==> src/rtl/rv32i_types.sv <==
// ============================================================================
// Module      : rv32i_types
// Description : Shared RV32 types for the EX stage: M-extension opcode enum,
//               M-extension sequencer state enum and the result-memo key.
// Revision    : 1.0 - initial release
// ============================================================================
`default_nettype none

package rv32i_types;

    // M-extension funct3 encodings; bit 2 selects the divider family
    typedef enum logic [2:0] {
        M_MUL    = 3'd0,
        M_MULH   = 3'd1,
        M_MULHSU = 3'd2,
        M_MULHU  = 3'd3,
        M_DIV    = 3'd4,
        M_DIVU   = 3'd5,
        M_REM    = 3'd6,
        M_REMU   = 3'd7
    } m_funct3_t;

    // Sequencer states
    typedef enum logic [1:0] {
        S_IDLE    = 2'd0,
        S_MUL_RUN = 2'd1,
        S_DIV_RUN = 2'd2,
        S_DONE    = 2'd3
    } m_seq_state_t;

    // Memo key: an M-ext result is a pure function of these fields
    typedef struct packed {
        logic [2:0]  funct3;
        logic [31:0] rs1;
        logic [31:0] rs2;
    } m_key_t;

    // True when the opcode belongs to the divider (div/divu/rem/remu)
    function automatic logic is_div_op(input logic [2:0] funct3);
        return funct3[2];
    endfunction

endpackage

`default_nettype wire

==> src/rtl/m_result_memo.sv <==
// ============================================================================
// Module      : m_result_memo
// Description : One-entry result memo for M-extension ops. Compares the
//               lookup key against the stored key and reports a hit; a write
//               replaces the single entry. Only reset invalidates it.
// Revision    : 1.0 - initial release
// ============================================================================
`default_nettype none

module m_result_memo
    import rv32i_types::*;
(
    input  logic        clk,
    input  logic        rst,
    input  logic [2:0]  i_lk_funct3,
    input  logic [31:0] i_lk_rs1,
    input  logic [31:0] i_lk_rs2,
    output logic        o_hit,
    output logic [31:0] o_hit_result,
    input  logic        i_wr_en,
    input  logic [2:0]  i_wr_funct3,
    input  logic [31:0] i_wr_rs1,
    input  logic [31:0] i_wr_rs2,
    input  logic [31:0] i_wr_result
);

    logic        r_valid;
    m_key_t      r_key;
    logic [31:0] r_result;
    m_key_t      w_lk_key;

    assign w_lk_key     = '{funct3: i_lk_funct3, rs1: i_lk_rs1, rs2: i_lk_rs2};
    assign o_hit        = r_valid && (r_key == w_lk_key);
    assign o_hit_result = r_result;

    // Replace the single entry whenever a unit completes
    always_ff @(posedge clk or negedge rst) begin
        if (!rst) begin
            r_valid  <= 1'b0;
            r_key    <= '0;
            r_result <= '0;
        end else if (i_wr_en) begin
            r_valid  <= 1'b1;
            r_key    <= '{funct3: i_wr_funct3, rs1: i_wr_rs1, rs2: i_wr_rs2};
            r_result <= i_wr_result;
        end
    end

endmodule

`default_nettype wire

==> src/rtl/m_ext_seq.sv <==
// ============================================================================
// Module      : m_ext_seq
// Description : EX-stage sequencer for RV32M. Issues one op to the external
//               multiplier or divider, holds operands stable while the unit
//               runs, stalls the pipeline, and holds the result until EX/MEM
//               accepts it. A one-entry memo short-circuits repeated ops.
// Revision    : 1.0 - initial release
// ============================================================================
`default_nettype none

module m_ext_seq
    import rv32i_types::*;
(
    input  logic        clk,
    input  logic        rst,
    input  logic        ex_valid,
    input  logic [2:0]  ex_funct3,
    input  logic [31:0] ex_rs1,
    input  logic [31:0] ex_rs2,
    input  logic        flush,
    input  logic        out_ready,
    output logic        m_stall,
    output logic [31:0] m_result,
    output logic        m_result_valid,
    output logic [31:0] op_rs1,
    output logic [31:0] op_rs2,
    output logic [2:0]  op_funct3,
    output logic        is_mul,
    input  logic        mul_done,
    input  logic [31:0] mul_out,
    output logic        div_start,
    output logic        div_kill,
    input  logic        div_done,
    input  logic [31:0] div_out
);

    m_seq_state_t r_state;
    logic [31:0]  r_op_rs1;
    logic [31:0]  r_op_rs2;
    logic [2:0]   r_op_funct3;
    logic [31:0]  r_result;
    logic         r_result_valid;
    logic         r_is_mul;
    logic         r_div_start;
    logic         r_div_kill;

    logic         w_hit;
    logic [31:0]  w_hit_result;
    logic         w_memo_wr;
    logic [31:0]  w_memo_wdata;

    // The memo learns every completion, even one that coincides with a flush,
    // because the result depends only on the operands.
    assign w_memo_wr    = ((r_state == S_MUL_RUN) && mul_done) ||
                          ((r_state == S_DIV_RUN) && div_done);
    assign w_memo_wdata = (r_state == S_MUL_RUN) ? mul_out : div_out;

    m_result_memo u_memo (
        .clk          (clk),
        .rst          (rst),
        .i_lk_funct3  (ex_funct3),
        .i_lk_rs1     (ex_rs1),
        .i_lk_rs2     (ex_rs2),
        .o_hit        (w_hit),
        .o_hit_result (w_hit_result),
        .i_wr_en      (w_memo_wr),
        .i_wr_funct3  (r_op_funct3),
        .i_wr_rs1     (r_op_rs1),
        .i_wr_rs2     (r_op_rs2),
        .i_wr_result  (w_memo_wdata)
    );

    // Sequencer FSM with registered unit controls and result
    always_ff @(posedge clk or negedge rst) begin
        if (!rst) begin
            r_state        <= S_IDLE;
            r_op_rs1       <= '0;
            r_op_rs2       <= '0;
            r_op_funct3    <= '0;
            r_result       <= '0;
            r_result_valid <= 1'b0;
            r_is_mul       <= 1'b0;
            r_div_start    <= 1'b0;
            r_div_kill     <= 1'b0;
        end else begin
            r_div_start <= 1'b0;
            r_div_kill  <= 1'b0;
            case (r_state)
                S_IDLE: begin
                    if (ex_valid && !flush) begin
                        // Operands are frozen here until the state returns to IDLE
                        r_op_rs1    <= ex_rs1;
                        r_op_rs2    <= ex_rs2;
                        r_op_funct3 <= ex_funct3;
                        if (w_hit) begin
                            r_result       <= w_hit_result;
                            r_result_valid <= 1'b1;
                            r_state        <= S_DONE;
                        end else if (is_div_op(ex_funct3)) begin
                            r_div_start <= 1'b1;
                            r_state     <= S_DIV_RUN;
                        end else begin
                            r_is_mul <= 1'b1;
                            r_state  <= S_MUL_RUN;
                        end
                    end
                end
                S_MUL_RUN: begin
                    // Dropping is_mul also clears the multiplier's cycle counter
                    if (flush) begin
                        r_is_mul <= 1'b0;
                        r_state  <= S_IDLE;
                    end else if (mul_done) begin
                        r_is_mul       <= 1'b0;
                        r_result       <= mul_out;
                        r_result_valid <= 1'b1;
                        r_state        <= S_DONE;
                    end
                end
                S_DIV_RUN: begin
                    if (flush) begin
                        r_div_kill <= 1'b1;
                        r_state    <= S_IDLE;
                    end else if (div_done) begin
                        r_result       <= div_out;
                        r_result_valid <= 1'b1;
                        r_state        <= S_DONE;
                    end
                end
                S_DONE: begin
                    if (flush || out_ready) begin
                        r_result_valid <= 1'b0;
                        r_state        <= S_IDLE;
                    end
                end
                default: begin
                    r_state <= S_IDLE;
                end
            endcase
        end
    end

    assign op_rs1         = r_op_rs1;
    assign op_rs2         = r_op_rs2;
    assign op_funct3      = r_op_funct3;
    assign is_mul         = r_is_mul;
    assign div_start      = r_div_start;
    assign div_kill       = r_div_kill;
    assign m_result       = r_result;
    assign m_result_valid = r_result_valid;
    assign m_stall        = ex_valid & ~(r_result_valid & out_ready);

endmodule

`default_nettype wire

==> config.mk <==
export PLATFORM = sky130hd
export DESIGN_NAME = m_ext_seq
export DESIGN_NICKNAME = d
export VERILOG_FILES = /design/src/rtl/rv32i_types.sv /design/src/rtl/m_result_memo.sv /design/src/rtl/m_ext_seq.sv
export SDC_FILE = /design/constraint.sdc
export NUM_CORES = 1
export LEC_CHECK = 0
export ABC_AREA = 1
export CORE_ASPECT_RATIO = 1.2
export CORE_UTILIZATION = 50
export DETAILED_ROUTE_END_ITERATION = 8
export GPL_TIMING_DRIVEN = 0
export PLACE_DENSITY = 0.81
export SLEW_MARGIN = 40
export SYNTH_ARGS = -nofsm -noshare
export SYNTH_HDL_FRONTEND = slang
export SYNTH_SLANG_ARGS = --single-unit
export TNS_END_PERCENT = 50
==> constraint.sdc <==
create_clock -name clk -period 2.4 [get_ports clk]
set_input_delay 0.48 -clock clk [delete_from_list [all_inputs] [get_ports clk]]
set_output_delay 0.48 -clock clk [all_outputs]
set_load 0.005 [all_outputs]
==> impl_metrics.yaml, run 1 <==
critical_path:
  worst_ep_arrival_time_ns: 1.76
  critPathRequiredTime_ns: 1.92
  crit_fanout: 2
  crit_path_end_kind: "primary output"
  critPathKind: "in -> out"
  reg2regPathDepth: 9
  startpoint_type: "primary input"
global_routing:
  grt_antenna_before_repair: 1
  gr-total-overflow: 0
  grt_max_degree: 75
  grt_pass1_wl_mm: 46.2
  grt_use_total: 0.295
  grt_pass1_vias: 9479
routing:
  viasPerCell: 5.24
  vias: 9473
  drtAntennaViolNets: 0
  firstDrtPassIters: 5
  wl_per_cell_um: 16.1
  drt_iter0_markers: 606
  drcViolationCount: 0
  drt-total-wl_mm: 29.2
timing:
  drv_slew: 0
  layout_min_cycle_time_ns: 2.24
  post-route-period-util: 0.934
  max_freq_ghz: 0.446
  hold_violations: 0
  tightest_slew_ns: 0.560
  maxSlewHeadroom: 0.627
  fin_skew_ns: 0.0256
  finalSetupViolCount: 0
  rsz0062_at_grt: "true"
synth:
  syn_avg_cell_area_um2: 7.67
  ys_seq_area_frac: 0.528
  synth_fp_nets: 1409
  synth.distinct_cells: 31
  ys_warn_count: 0
  ys_ff_latch: 205
  synth_area_um2: 9720
  synthCells: 1267
hold_path:
  hp-class: "reg -> reg"
  holdPathStages: 2
clock_tree:
  clock-sinks: 205
  cts_tree: "built"
  htreeDepth: 1
  cts_buffer_depth: 3
  cts_setup_buffers: 0
  clock_latency_ns: 0.52
  cts-root-buf: "clkbuf_16"
  cts_made_buffers: 23
  path_clk_slew_ns: 0.06
final_layout:
  synthToLayoutAreaGrowth_pct: 36.5
  fin_util: 0.701
  nFillCells: 1566
  finalNonFillerCells: 1809
  drive_above_1_share: 0.0528
  final_nets: 1678
placement:
  place.gp.congestion: 0.846
  dp_hpwl_mm: 21.1
  place_inst: 1766
  portBuffers: 241
power_and_ir_drop:
  p_leak_nw: 6.38
  ir_worst_vdd_v: 0.000722
  powerDensity_nw_per_um2: 1330
die:
  die_h_um: 155
  die_w_um: 129
  ios: 242
  rows: 55
  core-area_um2: 18900
  fp.dieArea_um2: 20000
  initial_core_util: 0.513
status:
  status: "finished, final reports clean"
flow_run:
  maxCapViolCount: 0
-- per-layer routing --
layer / vias up / GRT usage / wire [um]
li1: 4533 / - / -
met4: 0 / 0.151 / 1430
met1: 4440 / 0.355 / 11600
met2: 407 / 0.501 / 14000
met5: - / 0 / 0
met3: 93 / 0.0557 / 2200
-- worst max-delay path, stage by stage --
cell	delay [ns]
clkdlybuf4s50_1	0.56
a21boi_0	0.20
clkdlybuf4s50_1	0.52
-- report_power, final --
part	internal [mW]	switching [mW]
Sequential	5.04	1.03
Combinational	3.60	4.58
Clock	1.99	1.41
Total	10.6	7.02
-- metrics by stage --
step / area, um^2 / hold slack, ns / TNS [ns] / power, mW / worst slack (ns)
floorplan: 9720 / 0.184 / 0 / 10.5 / 0.531
global placement: 12400 / 0.453 / -1653.93 / 13.9 / -7.88
detailed placement: 12500 / 0.455 / -46.34 / 14.2 / -0.409
CTS: 13200 / 0.473 / 0 / 17.6 / 0.00256
global route: 13300 / 0.484 / -0.0319 / 18.9 / -0.0135
finish: 13300 / 0.469 / 0 / 17.6 / 0.158
-- sequential cells by signal, indices dropped and copies added (netlist names) --
register / count
op_funct3: 3
div_start: 1
m_result_valid: 1
r_state: 2
op_rs1: 32
op_rs2: 32
is_mul: 1
u_memo.r_key: 67
u_memo.r_valid: 1
m_result: 32
div_kill: 1
u_memo.o_hit_result: 32
-- placed cells by master, fill, tap and decap left out, types with 2 or more instances in the layout --
| cell type | synthesis | layout |
|---|---|---|
| nand2_1 | 507 | 506 |
| clkdlybuf4s50_1 | 0 | 240 |
| dfrtp_1 | 205 | 205 |
| inv_1 | 123 | 123 |
| o21ai_0 | 105 | 105 |
| nor2_1 | 98 | 98 |
| a31oi_1 | 64 | 64 |
| nand3_1 | 38 | 38 |
| clkbuf_1 | 34 | 35 |
| clkbuf_16 | 0 | 23 |
| o21ai_1 | 21 | 21 |
| buf_2 | 16 | 16 |
| nand4_1 | 9 | 9 |
| clkbuf_2 | 0 | 9 |
| buf_4 | 6 | 6 |
| a21oi_1 | 5 | 5 |
| xnor2_1 | 5 | 5 |
| ha_1 | 4 | 4 |
| xor2_1 | 3 | 3 |
| buf_6 | 3 | 3 |
| buf_1 | 4 | 3 |
| clkbuf_8 | 0 | 3 |
| inv_2 | 2 | 2 |
| nor2_2 | 3 | 2 |
| nand2_2 | 1 | 2 |
| or2_2 | 2 | 2 |
| clkinv_2 | 0 | 2 |
| buf_16 | 0 | 2 |
-- layout make-up --
cell class                 instances  area (um^2)  area share
sequential                       205         5130       0.387
antenna                            1         2.50    0.000189
tap                              256          320      0.0242
clock buffer                      36          654      0.0494
multi-input combinational        873         3820       0.288
buffer                            63          317      0.0239
clock inverter                     5         60.1     0.00453
inverter                         126          475      0.0359
timing repair buffer             244         2480       0.187
-- cell usage after synthesis --
master,number,area share
nand2_4,1,0.0012
buf_4,6,0.0046
o22ai_1,1,0.00064
nand2_1,507,0.20
dfrtp_1,205,0.53
clkbuf_1,34,0.013
buf_1,4,0.0015
buf_2,16,0.0082
inv_1,123,0.048
a31oi_1,64,0.041
xor2_1,3,0.0027
ha_1,4,0.0052
nand2_2,1,0.00064
xnor2_1,5,0.0045
a211oi_1,1,0.00077
nor2_2,3,0.0019
a21oi_4,1,0.0017
nand3_1,38,0.020
nor2_1,98,0.038
a22oi_1,1,0.00077
buf_6,3,0.0035
a21boi_0,1,0.00077
a21oi_1,5,0.0026
o21ai_1,21,0.011
or2_2,2,0.0013
nand4_1,9,0.0058
nand4_2,1,0.0013
inv_2,2,0.00077
inv_4,1,0.00064
o21ai_0,105,0.054
a211o_1,1,0.00090
-- final timing paths --
kind	start	end	slack (ns)
hold reg to reg	m_result[7]	m_result[7]	0.47
min in group asynchronous	rst	m_result[5]	0.49
max in group asynchronous	rst	op_rs1[18]	1.13
hold / removal	m_result[7]	m_result[7]	0.47
setup / recovery	ex_valid	m_stall	0.16
setup reg to reg	r_state[1]	op_rs1[25]	0.18
-- kinds of logic after synthesis --
logic type | after synthesis | share of synthesized area
flip-flops | 205 | 0.528
adder cells (fa/ha/maj) | 4 | 0.00515
XOR/XNOR | 8 | 0.00721
buffers and inverters | 189 | 0.0800
AND/OR/NAND/NOR | 660 | 0.265
AO/OA/AOI/OAI | 201 | 0.114
-- what timing repair did --
action	CTS	global route
endpoints found under the setup margin	106	104
gates resized for setup	8	8
hold buffers	1	0
endpoints found under the hold margin	59	0
Power figures use the tool's default switching activity.
==> run 2: changes to the inputs <==
--- a/config.mk
+++ b/config.mk
@@ -8,8 +8,10 @@
 export ABC_AREA = 1
 export CORE_ASPECT_RATIO = 1.2
 export CORE_UTILIZATION = 50
+export CTS_CLUSTER_DIAMETER = 40
 export DETAILED_ROUTE_END_ITERATION = 8
 export GPL_TIMING_DRIVEN = 0
+export HOLD_SLACK_MARGIN = 0.02
 export PLACE_DENSITY = 0.81
 export SLEW_MARGIN = 40
 export SYNTH_ARGS = -nofsm -noshare
==> impl_metrics.yaml, run 2 (synthesis results as in run 1) <==
final_layout:
  drive_above_1_share: 0.0639
  stdcell_area_um2: 13600
  synthToLayoutAreaGrowth_pct: 39.6
  layout.cells.most_common: "nand2_1"
  final_nets: 1685
  largest_register_ff_count: 67
  final_cell_mix: "nand2_1, clkdlybuf4s50_1, dfrtp_1"
  finalNonFillerCells: 1821
  regMostFlops: "u_memo.r_key"
timing:
  fin_skew_ns: 0.0191
  layout_min_cycle_time_ns: 2.26
  drv_slew: 0
  max_freq_ghz: 0.442
  rsz0062_at_grt: "true"
  post-route-period-util: 0.943
  tightest_slew_ns: 0.547
  maxSlewHeadroom: 0.636
  hold_violations: 0
  finalSetupViolCount: 0
critical_path:
  max_stage_delay_ns: 0.41
  critPathTopFamily: "buffers and inverters"
  crit_buf_inv: 6
  crit_path_end_kind: "flip-flop"
  path_depth: 9
  critPathRequiredTime_ns: 2.84
  crit_fanout: 10
  cp_common_cell: "inv_1"
  worst_ep_arrival_time_ns: 2.71
  rrSetupSlack_ns: 0.14
  crit_chain: "inv_1 > ha_1 > buf_2 > inv_1 > nor2_4 > inv_1 > buf_2 > clkbuf_1 > o21ai_0"
  regToRegEndpoint: "op_rs1[9]"
  reg2regPathDepth: 9
  startpoint_type: "flip-flop"
  critPathKind: "reg -> reg"
  r2r_start: "r_state[0]"
  endpoint: "op_rs1[9]"
  cpMaxStageDelayCell: "dfrtp_1"
  startpoint: "r_state[0]"
routing:
  drtAntennaViolNets: 0
  drt_iter0_markers: 656
  vias: 9495
  drt-total-wl_mm: 29.3
  firstDrtPassIters: 5
  wl_per_cell_um: 16.1
  viasPerCell: 5.21
  drcViolationCount: 0
die:
  fp.dieArea_um2: 20000
  core-area_um2: 18900
  rows: 55
  initial_core_util: 0.513
  die_w_um: 129
  die_h_um: 155
  ios: 242
placement:
  place.gp.congestion: 0.846
  portBuffers: 241
  place_inst: 1766
  dp_hpwl_mm: 21.1
  postPlaceCellArea_um2: 12500
hold_path:
  hp-class: "in -> async"
power_and_ir_drop:
  ir_worst_vdd_v: 0.000736
  powerDensity_nw_per_um2: 1380
  p_leak_nw: 6.52
clock_tree:
  cts_setup_buffers: 0
  cts_tree: "built"
  clock_latency_ns: 0.54
  cts_made_buffers: 30
  cts_buffer_depth: 3
  clock-sinks: 205
  path_clk_slew_ns: 0.06
  htreeDepth: 1
  cts-root-buf: "clkbuf_16"
global_routing:
  grt_use_total: 0.298
  grt_antenna_before_repair: 1
  grt_pass1_vias: 9501
  grt_pass1_wl_mm: 46.8
  gr-total-overflow: 0
  grt_max_degree: 75
flow_run:
  maxCapViolCount: 0
status:
  status: "finished, final reports clean"
==> run 2: cell types whose count changed in the layout (fill, tap and decap cells not counted), sizes merged <==
cell,delta
bufinv,+2
clkbuf,+1
clkinv,+5
clkinvlp,+3
inv,+1
==> run 2: repair_timing <==
| item | 4_1_cts | 5_1_grt |
|---|---|---|
| gates resized for setup | 8 | 4 |
| endpoints found under the hold margin | 59 | 0 |
| hold buffers | 1 | 0 |
| setup endpoints to repair | 99 | 101 |
==> run 2: cell type report <==
type	instances	area, um^2
Clock buffer	37	828
Multi-Input combinational cell	873	3820
Clock inverter	16	193
Buffer	63	313
Antenna cell	1	2.50
Fill cell	1528	5360
Tap cell	256	320
Sequential cell	205	5130
Timing Repair Buffer	244	2480
Inverter	126	475
==> run 2: metal layers <==
metal / up-vias / part of all wire / GRT usage
li1: 4549 / - / -
met1: 4488 / 0.40 / 0.361
met2: 385 / 0.48 / 0.506
met3: 73 / 0.075 / 0.0602
met4: 0 / 0.041 / 0.141
met5: - / 0 / 0
==> run 2: worst min-delay path by stage <==
stage,startpoint,end,slack (ns),cells after the start
finish,rst,m_result[5],0.47,2
global route,m_result[7],m_result[7],0.48,2
detailed placement,rst,m_result[5],0.46,1
floorplan,rst,div_kill,0.18,0
global placement,m_result[4],m_result[4],0.45,2
CTS,is_mul,is_mul,0.47,2
==> run 2: through the flow <==
step	total power, mW	hold WS, ns	TNS [ns]	setup slack (ns)	utilization
floorplan	10.5	0.184	0	0.531	-
global placement	13.9	0.453	-1653.93	-7.88	0.658
detailed placement	14.2	0.455	-46.34	-0.409	0.661
CTS	18.7	0.470	0	0.0214	0.716
global route	19.9	0.483	-0.0826	-0.0259	0.717
finish	18.7	0.467	0	0.138	0.717
==> run 2: where the power goes <==
| group | switching [mW] | internal [mW] |
|---|---|---|
| logic | 4.58 | 3.59 |
| registers | 1.03 | 5.05 |
| clock network | 1.65 | 2.78 |
| total | 7.25 | 11.4 |
==> run 2: worst reg2reg max path: cells and delay by family, from the launching register on <==
| family | cells | cell delay, ns |
|---|---|---|
| buffers and inverters | 6 | 1.10 |
| flip-flops | 1 | 0.41 |
| AND/OR/NAND/NOR | 1 | 0.28 |
| AO/OA/AOI/OAI | 1 | 0.24 |
| adder cells (fa/ha/maj) | 1 | 0.15 |
==> run 3: changes to the inputs <==
--- a/config.mk
+++ b/config.mk
@@ -8,7 +8,7 @@
 export ABC_AREA = 1
 export CORE_ASPECT_RATIO = 1.2
 export CORE_UTILIZATION = 50
-export CTS_CLUSTER_DIAMETER = 40
+export CTS_CLUSTER_DIAMETER = 80
 export DETAILED_ROUTE_END_ITERATION = 8
 export GPL_TIMING_DRIVEN = 0
 export HOLD_SLACK_MARGIN = 0.02
==> results of run 3 <==
No change in the layout: final DEF, timing and power equal those of run 1.
